--- src/rtl/fft_radix2_iter.sv ---
// Iterative radix-2 decimation-in-time FFT/IFFT engine.
// Samples are loaded one per handshake into a bit-reversed register array,
// transformed in place with one butterfly per cycle, then streamed out in
// natural order under downstream backpressure.
module fft_radix2_iter #(
  parameter int N_POINTS = 8,
  parameter int DATA_W   = 16,
  parameter int TW_W     = 16,
  parameter int SCALE    = 1
) (
  input  logic                     i_clk,
  input  logic                     i_rst_n,
  input  logic                     i_valid,
  output logic                     o_ready,
  input  logic signed [DATA_W-1:0] i_data_re,
  input  logic signed [DATA_W-1:0] i_data_im,
  input  logic                     i_inverse,
  output logic                     o_valid,
  input  logic                     i_ready,
  output logic signed [DATA_W-1:0] o_data_re,
  output logic signed [DATA_W-1:0] o_data_im,
  output logic                     o_last,
  output logic                     o_busy,
  output logic                     o_done
);

  localparam int  STAGES = $clog2(N_POINTS);
  localparam int  ADDR_W = STAGES;
  localparam int  BFLY_W = STAGES - 1;
  localparam int  HALF   = N_POINTS / 2;
  localparam int  PW     = DATA_W + TW_W + 1;
  localparam int  SW     = DATA_W + 1;
  localparam real PI     = 3.14159265358979323846;
  localparam real TW_ONE = (1 << (TW_W - 2)) * 1.0;

  typedef enum logic [1:0] {
    S_LOAD    = 2'd0,
    S_COMPUTE = 2'd1,
    S_UNLOAD  = 2'd2
  } state_t;

  state_t r_state;
  state_t w_state_nxt;

  logic [ADDR_W-1:0] r_cnt;
  logic [ADDR_W-1:0] r_ocnt;
  logic [BFLY_W-1:0] r_bfly;
  logic [ADDR_W-1:0] r_stage;
  logic              r_inv;
  logic              r_done;

  logic signed [DATA_W-1:0] r_mem_re [N_POINTS];
  logic signed [DATA_W-1:0] r_mem_im [N_POINTS];

  logic signed [TW_W-1:0] w_tw_cos [HALF];
  logic signed [TW_W-1:0] w_tw_sin [HALF];

  logic              w_in_hs;
  logic              w_out_hs;
  logic              w_load_last;
  logic              w_cmp_last;
  logic              w_out_last;

  logic [ADDR_W-1:0] w_j;
  logic [ADDR_W-1:0] w_hbit;
  logic [ADDR_W-1:0] w_hmask;
  logic [ADDR_W-1:0] w_top;
  logic [ADDR_W-1:0] w_bot;
  logic [BFLY_W-1:0] w_tw_k;

  logic signed [TW_W-1:0]   w_w_re;
  logic signed [TW_W-1:0]   w_w_im;
  logic signed [DATA_W-1:0] w_a_re;
  logic signed [DATA_W-1:0] w_a_im;
  logic signed [DATA_W-1:0] w_b_re;
  logic signed [DATA_W-1:0] w_b_im;
  logic signed [PW-1:0]     w_tr_full;
  logic signed [PW-1:0]     w_ti_full;
  logic signed [SW-1:0]     w_t_re;
  logic signed [SW-1:0]     w_t_im;
  logic signed [SW-1:0]     w_sum_re;
  logic signed [SW-1:0]     w_sum_im;
  logic signed [SW-1:0]     w_dif_re;
  logic signed [SW-1:0]     w_dif_im;
  logic signed [DATA_W-1:0] w_new_a_re;
  logic signed [DATA_W-1:0] w_new_a_im;
  logic signed [DATA_W-1:0] w_new_b_re;
  logic signed [DATA_W-1:0] w_new_b_im;

  // Reverse the bit order of an array address.
  function automatic logic [ADDR_W-1:0] f_bitrev(input logic [ADDR_W-1:0] a);
    logic [ADDR_W-1:0] r;
    for (int i = 0; i < ADDR_W; i++) begin
      r[i] = a[ADDR_W-1-i];
    end
    return r;
  endfunction

  // Round a full-precision twiddle product back to data scale (half-up).
  function automatic logic signed [SW-1:0] f_round_tw(input logic signed [PW-1:0] x);
    return SW'((x + PW'(1 << (TW_W - 3))) >>> (TW_W - 2));
  endfunction

  // Per-stage growth control: halve (floor) or saturate to DATA_W.
  function automatic logic signed [DATA_W-1:0] f_scale_sat(input logic signed [SW-1:0] x);
    logic signed [DATA_W-1:0] y;
    if (SCALE != 0) begin
      y = DATA_W'(x >>> 1);
    end else if (x[SW-1] != x[SW-2]) begin
      y = x[SW-1] ? {1'b1, {(DATA_W-1){1'b0}}} : {1'b0, {(DATA_W-1){1'b1}}};
    end else begin
      y = DATA_W'(x);
    end
    return y;
  endfunction

  // Twiddle ROM: W^k = cos(2*pi*k/N) - j*sin(2*pi*k/N), rounded to nearest.
  // The sine table holds +sin; the sign is applied per mode below.
  for (genvar g = 0; g < HALF; g++) begin : g_tw
    localparam real ANG   = 2.0 * PI * g / N_POINTS;
    localparam int  COS_I = $rtoi($floor($cos(ANG) * TW_ONE + 0.5));
    localparam int  SIN_I = $rtoi($floor($sin(ANG) * TW_ONE + 0.5));
    assign w_tw_cos[g] = TW_W'(COS_I);
    assign w_tw_sin[g] = TW_W'(SIN_I);
  end

  assign w_in_hs     = (r_state == S_LOAD) && i_valid;
  assign w_out_hs    = (r_state == S_UNLOAD) && i_ready;
  assign w_load_last = w_in_hs && (r_cnt == ADDR_W'(N_POINTS - 1));
  assign w_cmp_last  = (r_state == S_COMPUTE) && (r_bfly == BFLY_W'(HALF - 1)) &&
                       (r_stage == ADDR_W'(STAGES - 1));
  assign w_out_last  = w_out_hs && (r_ocnt == ADDR_W'(N_POINTS - 1));

  // Butterfly addressing for span h = 2^stage:
  // top = (j/h)*2h + (j mod h), bot = top + h, k = (j mod h) * N/(2h).
  assign w_j     = {1'b0, r_bfly};
  assign w_hbit  = ADDR_W'(1) << r_stage;
  assign w_hmask = w_hbit - ADDR_W'(1);
  assign w_top   = ((w_j >> r_stage) << (r_stage + ADDR_W'(1))) | (w_j & w_hmask);
  assign w_bot   = w_top | w_hbit;
  assign w_tw_k  = BFLY_W'((w_j & w_hmask) << (ADDR_W'(STAGES - 1) - r_stage));

  // Inverse transform uses the conjugate twiddle.
  assign w_w_re = w_tw_cos[w_tw_k];
  assign w_w_im = r_inv ? w_tw_sin[w_tw_k] : -w_tw_sin[w_tw_k];

  assign w_a_re = r_mem_re[w_top];
  assign w_a_im = r_mem_im[w_top];
  assign w_b_re = r_mem_re[w_bot];
  assign w_b_im = r_mem_im[w_bot];

  // t = B * W at full precision, then rounded to DATA_W+1 bits.
  assign w_tr_full = PW'(w_b_re) * PW'(w_w_re) - PW'(w_b_im) * PW'(w_w_im);
  assign w_ti_full = PW'(w_b_re) * PW'(w_w_im) + PW'(w_b_im) * PW'(w_w_re);
  assign w_t_re    = f_round_tw(w_tr_full);
  assign w_t_im    = f_round_tw(w_ti_full);

  assign w_sum_re = SW'(w_a_re) + w_t_re;
  assign w_sum_im = SW'(w_a_im) + w_t_im;
  assign w_dif_re = SW'(w_a_re) - w_t_re;
  assign w_dif_im = SW'(w_a_im) - w_t_im;

  assign w_new_a_re = f_scale_sat(w_sum_re);
  assign w_new_a_im = f_scale_sat(w_sum_im);
  assign w_new_b_re = f_scale_sat(w_dif_re);
  assign w_new_b_im = f_scale_sat(w_dif_im);

  // State register.
  always_ff @(posedge i_clk or negedge i_rst_n) begin
    if (!i_rst_n) begin
      r_state <= S_LOAD;
    end else begin
      r_state <= w_state_nxt;
    end
  end

  // Next-state and output decode.
  always_comb begin
    w_state_nxt = r_state;
    o_ready     = 1'b0;
    o_valid     = 1'b0;
    o_busy      = 1'b0;
    o_last      = 1'b0;
    o_data_re   = '0;
    o_data_im   = '0;
    case (r_state)
      S_LOAD: begin
        o_ready = 1'b1;
        if (w_load_last) w_state_nxt = S_COMPUTE;
      end
      S_COMPUTE: begin
        o_busy = 1'b1;
        if (w_cmp_last) w_state_nxt = S_UNLOAD;
      end
      S_UNLOAD: begin
        o_valid   = 1'b1;
        o_busy    = 1'b1;
        o_last    = (r_ocnt == ADDR_W'(N_POINTS - 1));
        o_data_re = r_mem_re[r_ocnt];
        o_data_im = r_mem_im[r_ocnt];
        if (w_out_last) w_state_nxt = S_LOAD;
      end
      default: w_state_nxt = S_LOAD;
    endcase
  end

  // Load counter and transform direction, latched on the first sample.
  always_ff @(posedge i_clk or negedge i_rst_n) begin
    if (!i_rst_n) begin
      r_cnt <= '0;
      r_inv <= 1'b0;
    end else if (w_in_hs) begin
      r_cnt <= r_cnt + ADDR_W'(1);
      if (r_cnt == '0) r_inv <= i_inverse;
    end
  end

  // Butterfly and stage counters; both return to zero after the last stage.
  always_ff @(posedge i_clk or negedge i_rst_n) begin
    if (!i_rst_n) begin
      r_bfly  <= '0;
      r_stage <= '0;
    end else if (r_state == S_COMPUTE) begin
      r_bfly <= r_bfly + BFLY_W'(1);
      if (r_bfly == BFLY_W'(HALF - 1)) begin
        r_stage <= (r_stage == ADDR_W'(STAGES - 1)) ? '0 : r_stage + ADDR_W'(1);
      end
    end
  end

  // Output bin counter and end-of-frame pulse.
  always_ff @(posedge i_clk or negedge i_rst_n) begin
    if (!i_rst_n) begin
      r_ocnt <= '0;
      r_done <= 1'b0;
    end else begin
      r_done <= w_out_last;
      if (w_out_hs) r_ocnt <= r_ocnt + ADDR_W'(1);
    end
  end

  assign o_done = r_done;

  // Sample array: bit-reversed writes while loading, in-place butterflies while computing.
  always_ff @(posedge i_clk) begin
    if (w_in_hs) begin
      r_mem_re[f_bitrev(r_cnt)] <= i_data_re;
      r_mem_im[f_bitrev(r_cnt)] <= i_data_im;
    end else if (r_state == S_COMPUTE) begin
      r_mem_re[w_top] <= w_new_a_re;
      r_mem_im[w_top] <= w_new_a_im;
      r_mem_re[w_bot] <= w_new_b_re;
      r_mem_im[w_bot] <= w_new_b_im;
    end
  end

endmodule

--- config.mk ---
export PLATFORM = sky130hd
export DESIGN_NAME = fft_radix2_iter
export DESIGN_NICKNAME = d
export VERILOG_FILES = /design/src/rtl/fft_radix2_iter.sv
export SDC_FILE = /design/constraint.sdc
export NUM_CORES = 2
export LEC_CHECK = 0
export BUFFER_PORTS_ARGS = -buffer_cell sky130_fd_sc_hd__buf_2
export CAP_MARGIN = 20
export CORE_MARGIN = 1
export CORE_UTILIZATION = 65
export DETAILED_ROUTE_END_ITERATION = 16
export PLACE_DENSITY = 0.79
export SLEW_MARGIN = 20
export SYNTH_ARGS = -nofsm -noshare
export SYNTH_HDL_FRONTEND = slang
export SYNTH_SLANG_ARGS = --single-unit
--- constraint.sdc ---
create_clock -name i_clk -period 15.1 [get_ports i_clk]
set_input_delay 1.51 -clock i_clk [delete_from_list [all_inputs] [get_ports i_clk]]
set_output_delay 1.51 -clock i_clk [all_outputs]
set_load 0.1 [all_outputs]
# [Word-level counts from Yosys, hierarchy flattened]
# Memory sizes are Yosys's and may differ from the RTL's.
# Index checks and enable logic that the tools add are counted.
[word_totals] word_cells=89 output_inout_bits=37 ramBits=256 ff_bits=15 mem_count=2
[memory_table] memory="r_mem_im" words=8 width=16 read_ports=3 rd_ports_with_merged_regs=0 write_ports=2 line="53" text="logic signed [DATA_W-1:0] r_mem_im [N_POINTS];"
[memory_table] memory="r_mem_re" words=8 width=16 read_ports=3 rd_ports_with_merged_regs=0 write_ports=2 line="52" text="logic signed [DATA_W-1:0] r_mem_re [N_POINTS];"
[classes] muxes=29 magnitude_cmp=1 bitwise=4 eq_ne=9 shift=4 n_reduce_logical=14 n_addsub=15 n_mul=4
[ops] cell="2-to-1 mux 16 bit" n=9
[ops] cell="multiplier 16 x 16 -> 31 bit" n=4
[ops] cell="binary-select mux 16 bit (select 2 bit)" n=2
[ops] cell="adder 31 x 15 -> 31 bit, second input constant" n=2
[ops] cell="adder 16 x 17 -> 17 bit" n=2
[ops] cell="subtractor 16 x 17 -> 17 bit" n=2
[ops] cell="OR reduction 16 bit" n=2
[ops] cell="adder 31 bit" n=1
[ops] cell="subtractor 31 bit" n=1
[ops] cell="negation 16 bit" n=1
[ops] cell="2-to-1 mux 1 bit" n=11
[ops] cell="adder 3 x 1 -> 3 bit, second input constant" n=3
[ops] cell="2-to-1 mux 3 bit" n=3
[ops] cell="equality test 3 bit, second input constant" n=2
[ops] cell="logical AND 1 bit" n=6
[ops] cell="2-to-1 mux 2 bit" n=3
[ops] cell="!= test 2 bit, second input constant" n=3
[ops] cell="bitwise OR 3 bit" n=2
[ops] cell="one-hot mux 2 bit (3 select lines)" n=1
[ops] cell="equality test 2 bit, second input constant" n=2
[ops] cell="AND reduction 2 bit" n=2
[ops] cell="bitwise AND 2 x 3 -> 3 bit" n=1
[ops] cell="equality test 3 x 2 -> 1 bit, second input constant" n=1
[ops] cell=">= comparator 3 bit, second input constant" n=1
[ops] cell="other kinds (13)" n=13

# [Logic depth before layout (Yosys ltp)]
[depth] ltp_word=15 depth_mapped=56

# [Worst setup path after synthesis]
# Ideal clock, no wire load.
[synth_timing] kind="register to register" from="register r_stage[0]" to="memory r_mem_im[1][15] (data pin)" path_stages_with_launch=55 required_ps=14948 path_slack_ps=2401 arrival_time_ps=12547 setup_time_ps=152 path_cell_list="dfrtp_1 > inv_1 > ha_1 > nor2b_1 > a211o_4 > buf_6 > clkbuf_1 > clkbuf_1 > buf_1 > clkbuf_1 > buf_1 > nand2_1 > nand3_1 > nand4_1 > nor2_1 > inv_1 > nor2_1 > inv_1 > (+19 left out) > a31oi_1 > a211oi_1 > or2_2 > a21oi_1 > xnor2_1 > ha_1 > clkbuf_1 > o21bai_1 > a21o_1 > a21oi_1 > o21bai_1 > a21oi_1 > o31ai_1 > a221o_1 > a221o_1 > xnor2_2 > nor2_1 > a31oi_1"
[synth_lines] item="from (decl)" line="48" text="logic [ADDR_W-1:0] r_stage;"
[synth_lines] item="from (signal assigned)" line="226" text="r_stage <= (r_stage == ADDR_W'(STAGES - 1)) ? '0 : r_stage + ADDR_W'(1);"
[synth_lines] item="to (decl)" line="53"

==> results by group <==
Worst setup path
  – R2r worst-path depth: 44
  – Crit path DAT: ~15 ns
  – Max stage delay cell, worst path: a211o_4
  – Largest stage delay, worst path: between 0.8 and 0.9 ns
  – Crit end category: flip-flop
  – Flop2flop setup slack: between 0.8 and 0.9 ns
  – Kind of critical path: reg2reg
  – Most frequent cell on the critical path: fa_1
  – Critical Path Source Type: flip-flop
  – RR Endpoint: r_mem_im[1][14]$_DFFE_PP_
  – Worst r2r src: r_stage[0]$_DFFE_PN0P_
  – Required @ worst endpoint: 15.40 ns
  – Critical-path maximum fanout: between 70 and 80

Timing
  – Peak Freq: 0.0703 GHz
  – Final worst slack: 0.883 ns
  – Endpoints failing setup: 0
  – Final Critical Period: about 14 ns
  – Final worst-path cycle share: 94.2%
  – Final hold viol count: 0
  – Max-slew violations: 0
  – RSZ-0062 raised after global routing: false
  – Final setup TNS: 0 ns
  – Tightest Pin Transition: about 1.1 ns
  – Slew margin rel.: a little over a fifth
  – Worst Skew: 0.0294 ns

Finish
  – Layout net count: around 7000
  – Area Overhead vs Synth: 4.65%
  – Fill cells: about 6200
  – Fin area: around 56000 sq um
  – Ant diodes: 0
  – Share of cells above drive strength 1: roughly 6.3%

Worst hold path
  – Hold path cells: 1
  – Hold Path End: r_state[0]$_DFFE_PN0P_
  – HP Start: r_state[0]$_DFFE_PN0P_
  – HP Class: reg2reg

Placed design
  – Cell Area, Placed: 55700 sq um
  – Port Buf Inserts: 73
  – GPL Wtd Cong: between 1 and 1.5
  – HPWL after DPL: between 100000 and 150000 um
  – Post-place setup slack: ~1.2 ns

CTS
  – Post_cts resized: 0
  – CTS root buffer: clkbuf_16
  – Setup bufs post-CTS: 0
  – CTS sink cnt: 271
  – Total CTS buffers: 25
  – Clk Latency, worst-skew pair: just under 0.6 ns
  – H-tree lvl count: 1
  – Clock transition at the registers of the reported paths: around 0.070 ns
  – Cts hold-fix bufs: 0
  – Longest Clk Path Bufs: 3
  – CTS tree: built

Flow run
  – Max-cap violations: 0

Detailed routing
  – Wire length per cell: 24.1 um
  – Antenna-violating nets left: 0
  – First-pass iteration count of the detailed router: 7
  – DR iter-0 viols: roughly 4700
  – Vias per Instance: between 6 and 7
  – Total wire length: roughly 160000 um
  – Total number of vias: a little over 40000
  – DRC: 0

Global route
  – Gr usage total: between 40% and 50%
  – Vias in the first global route: 43800
  – Aggregate global routing overflow: 0
  – Initial antenna violation count: 0
  – First-pass GRT wire length: about 250000 um
  – Largest net degree at the start of global routing: ~140

Logic synthesis
  – Mapped Cells: 5752
  – Yosys cell types: 98
  – Seq/Total Area, Yosys: between 10% and 20%
  – Netlist Area Pre-Place: 54000 sq um
  – Post-synthesis area per instance: around 9.4 sq um
  – Flop and latch count out of synthesis: around 270
  – EDFF count, synth: 256
  – Synth Warn #: 0
  – Synth Flop Type: edfxtp_1
  – Syn Nets: slightly above 7000
  – Async set-reset flop share out of synthesis: approximately 5.5%

Floorplan
  – Boundary Pins: 74
  – Die width: 290 um
  – Height of the die: ~290 um
  – Starting Density: between 60% and 70%
  – Row count: 105
  – DIE AREA: 84200 sq um
  – Core Area: 82100 sq um

Status
  – Status: complete, no violations
[worst max-delay path, delay by kind of cell (launching register included)]
kind	cells	cell delay (ns)
AO/OA/AOI/OAI	12	3.14
XOR/XNOR	1	0.35
adder cells (fa/ha/maj)	11	5.02
buffers and inverters	8	1.40
flip-flops	1	0.54
multiplexers	1	0.16
AND/OR/NAND/NOR	11	3.26
[worst max-delay path by stage]
stage	startpoint	to	slack, ns
5_1_grt	r_stage[0]$_DFFE_PN0P_	r_mem_im[6][14]$_DFFE_PP_	0.20
6_report	r_stage[0]$_DFFE_PN0P_	r_mem_im[1][14]$_DFFE_PP_	0.88
3_5_place_dp	r_stage[0]$_DFFE_PN0P_	r_mem_im[1][14]$_DFFE_PP_	1.21
2_1_floorplan	r_stage[0]$_DFFE_PN0P_	r_mem_im[1][15]$_DFFE_PP_	2.40
3_3_place_gp	r_stage[0]$_DFFE_PN0P_	r_mem_im[0][14]$_DFFE_PP_	1.49
4_1_cts	r_stage[0]$_DFFE_PN0P_	r_mem_im[1][14]$_DFFE_PP_	1.12
[final cells by class]
type	count	area, sq um	share of cell area, %
clock inverters	15	136	0.241
multi-input cells	3883	40100	71.0
clock buffers	29	641	1.13
inverters	1382	5190	9.18
repair buffers	154	1020	1.81
well taps	1070	1340	2.37
flip-flops and latches	271	8070	14.3
[sequential cells by signal, summed over array words and instances (netlist names), 2 cells and up]
signal and flops:
r_mem_im 128, r_mem_re 128, r_cnt 3, r_ocnt 3, r_stage 3, r_bfly 2
r_state 2
[synth_stat cells (6+ instances only)]
cell,n,share of area (%)
a221oi_1,7,0.11
nor2_1,380,2.6
inv_1,1376,9.6
nand4_1,29,0.34
a31oi_1,27,0.31
fa_1,1027,38
nand2b_1,35,0.41
a211oi_1,7,0.097
mux2i_1,127,2.4
nand2_1,708,4.9
or3_1,31,0.36
a21oi_1,271,2.5
nand3_1,270,2.5
and4_1,10,0.16
xnor2_1,125,2.0
o21bai_1,25,0.35
mux2_2,16,0.33
nor3_1,35,0.32
dfrtp_1,15,0.70
buf_2,6,0.056
o21ai_0,80,0.74
clkbuf_1,170,1.2
xor2_1,23,0.37
o31ai_1,6,0.083
buf_1,35,0.24
and3_1,13,0.15
edfxtp_1,256,14
and2_1,17,0.20
o21ai_1,7,0.065
a21o_1,33,0.46
ha_1,385,8.9
mux4_2,64,2.7
nor2b_1,18,0.21
[layer usage]
layer,share of wire [%],vias to the layer above,GRT usage [%]
met3,11,742,8.31
li1,-,17700,-
met5,0,-,0
met1,34,20400,48.8
met4,8.1,0,26.5
met2,47,2573,64.9
[per-stage QoR]
stage / hold slack, ns / util (%) / instances
detailed placement: 0.535 / 67.8 / 6760
floorplan: 0.489 / - / 5752
finish: 0.554 / 68.8 / 6804
global placement: 0.517 / 67.8 / 6760
CTS: 0.550 / 68.8 / 6804
global route: 0.559 / 68.8 / 6804
[cell usage in the layout, fill, tap and decap left out, drive strengths merged, types with 6 or more instances in the layout]
master  instances
o21bai         25
mux4           64
and2           18
nand3         274
edfxtp        256
and3           13
fa           1027
clkinv         10
or2             6
nor3           38
or3            32
nand2         709
inv          1383
a221oi          8
nor2          381
a21oi         276
a211oi         12
xor2           25
nand4          32
nor2b          18
a21o           33
and4           11
clkbuf         29
a31oi          28
o21a            6
xnor2         131
nand2b         35
buf           154
mux2           17
ha            385
o31ai           6
o21ai          88
mux2i         127
dfrtp          15
[logic make-up after synthesis]
family | Yosys count | synth area share [%]
AOI/OAI and AO/OA | 531 | 6.02
xor gates and xnor gates | 157 | 2.73
adders and majority gates | 1412 | 47.0
buffers and inverters | 1598 | 11.2
DFF | 271 | 14.9
muxes | 208 | 5.38
and+or+nand+nor | 1575 | 12.7
Power is not shown: default switching activity piles up to over one toggle a cycle in this logic, so the estimate is an artifact.
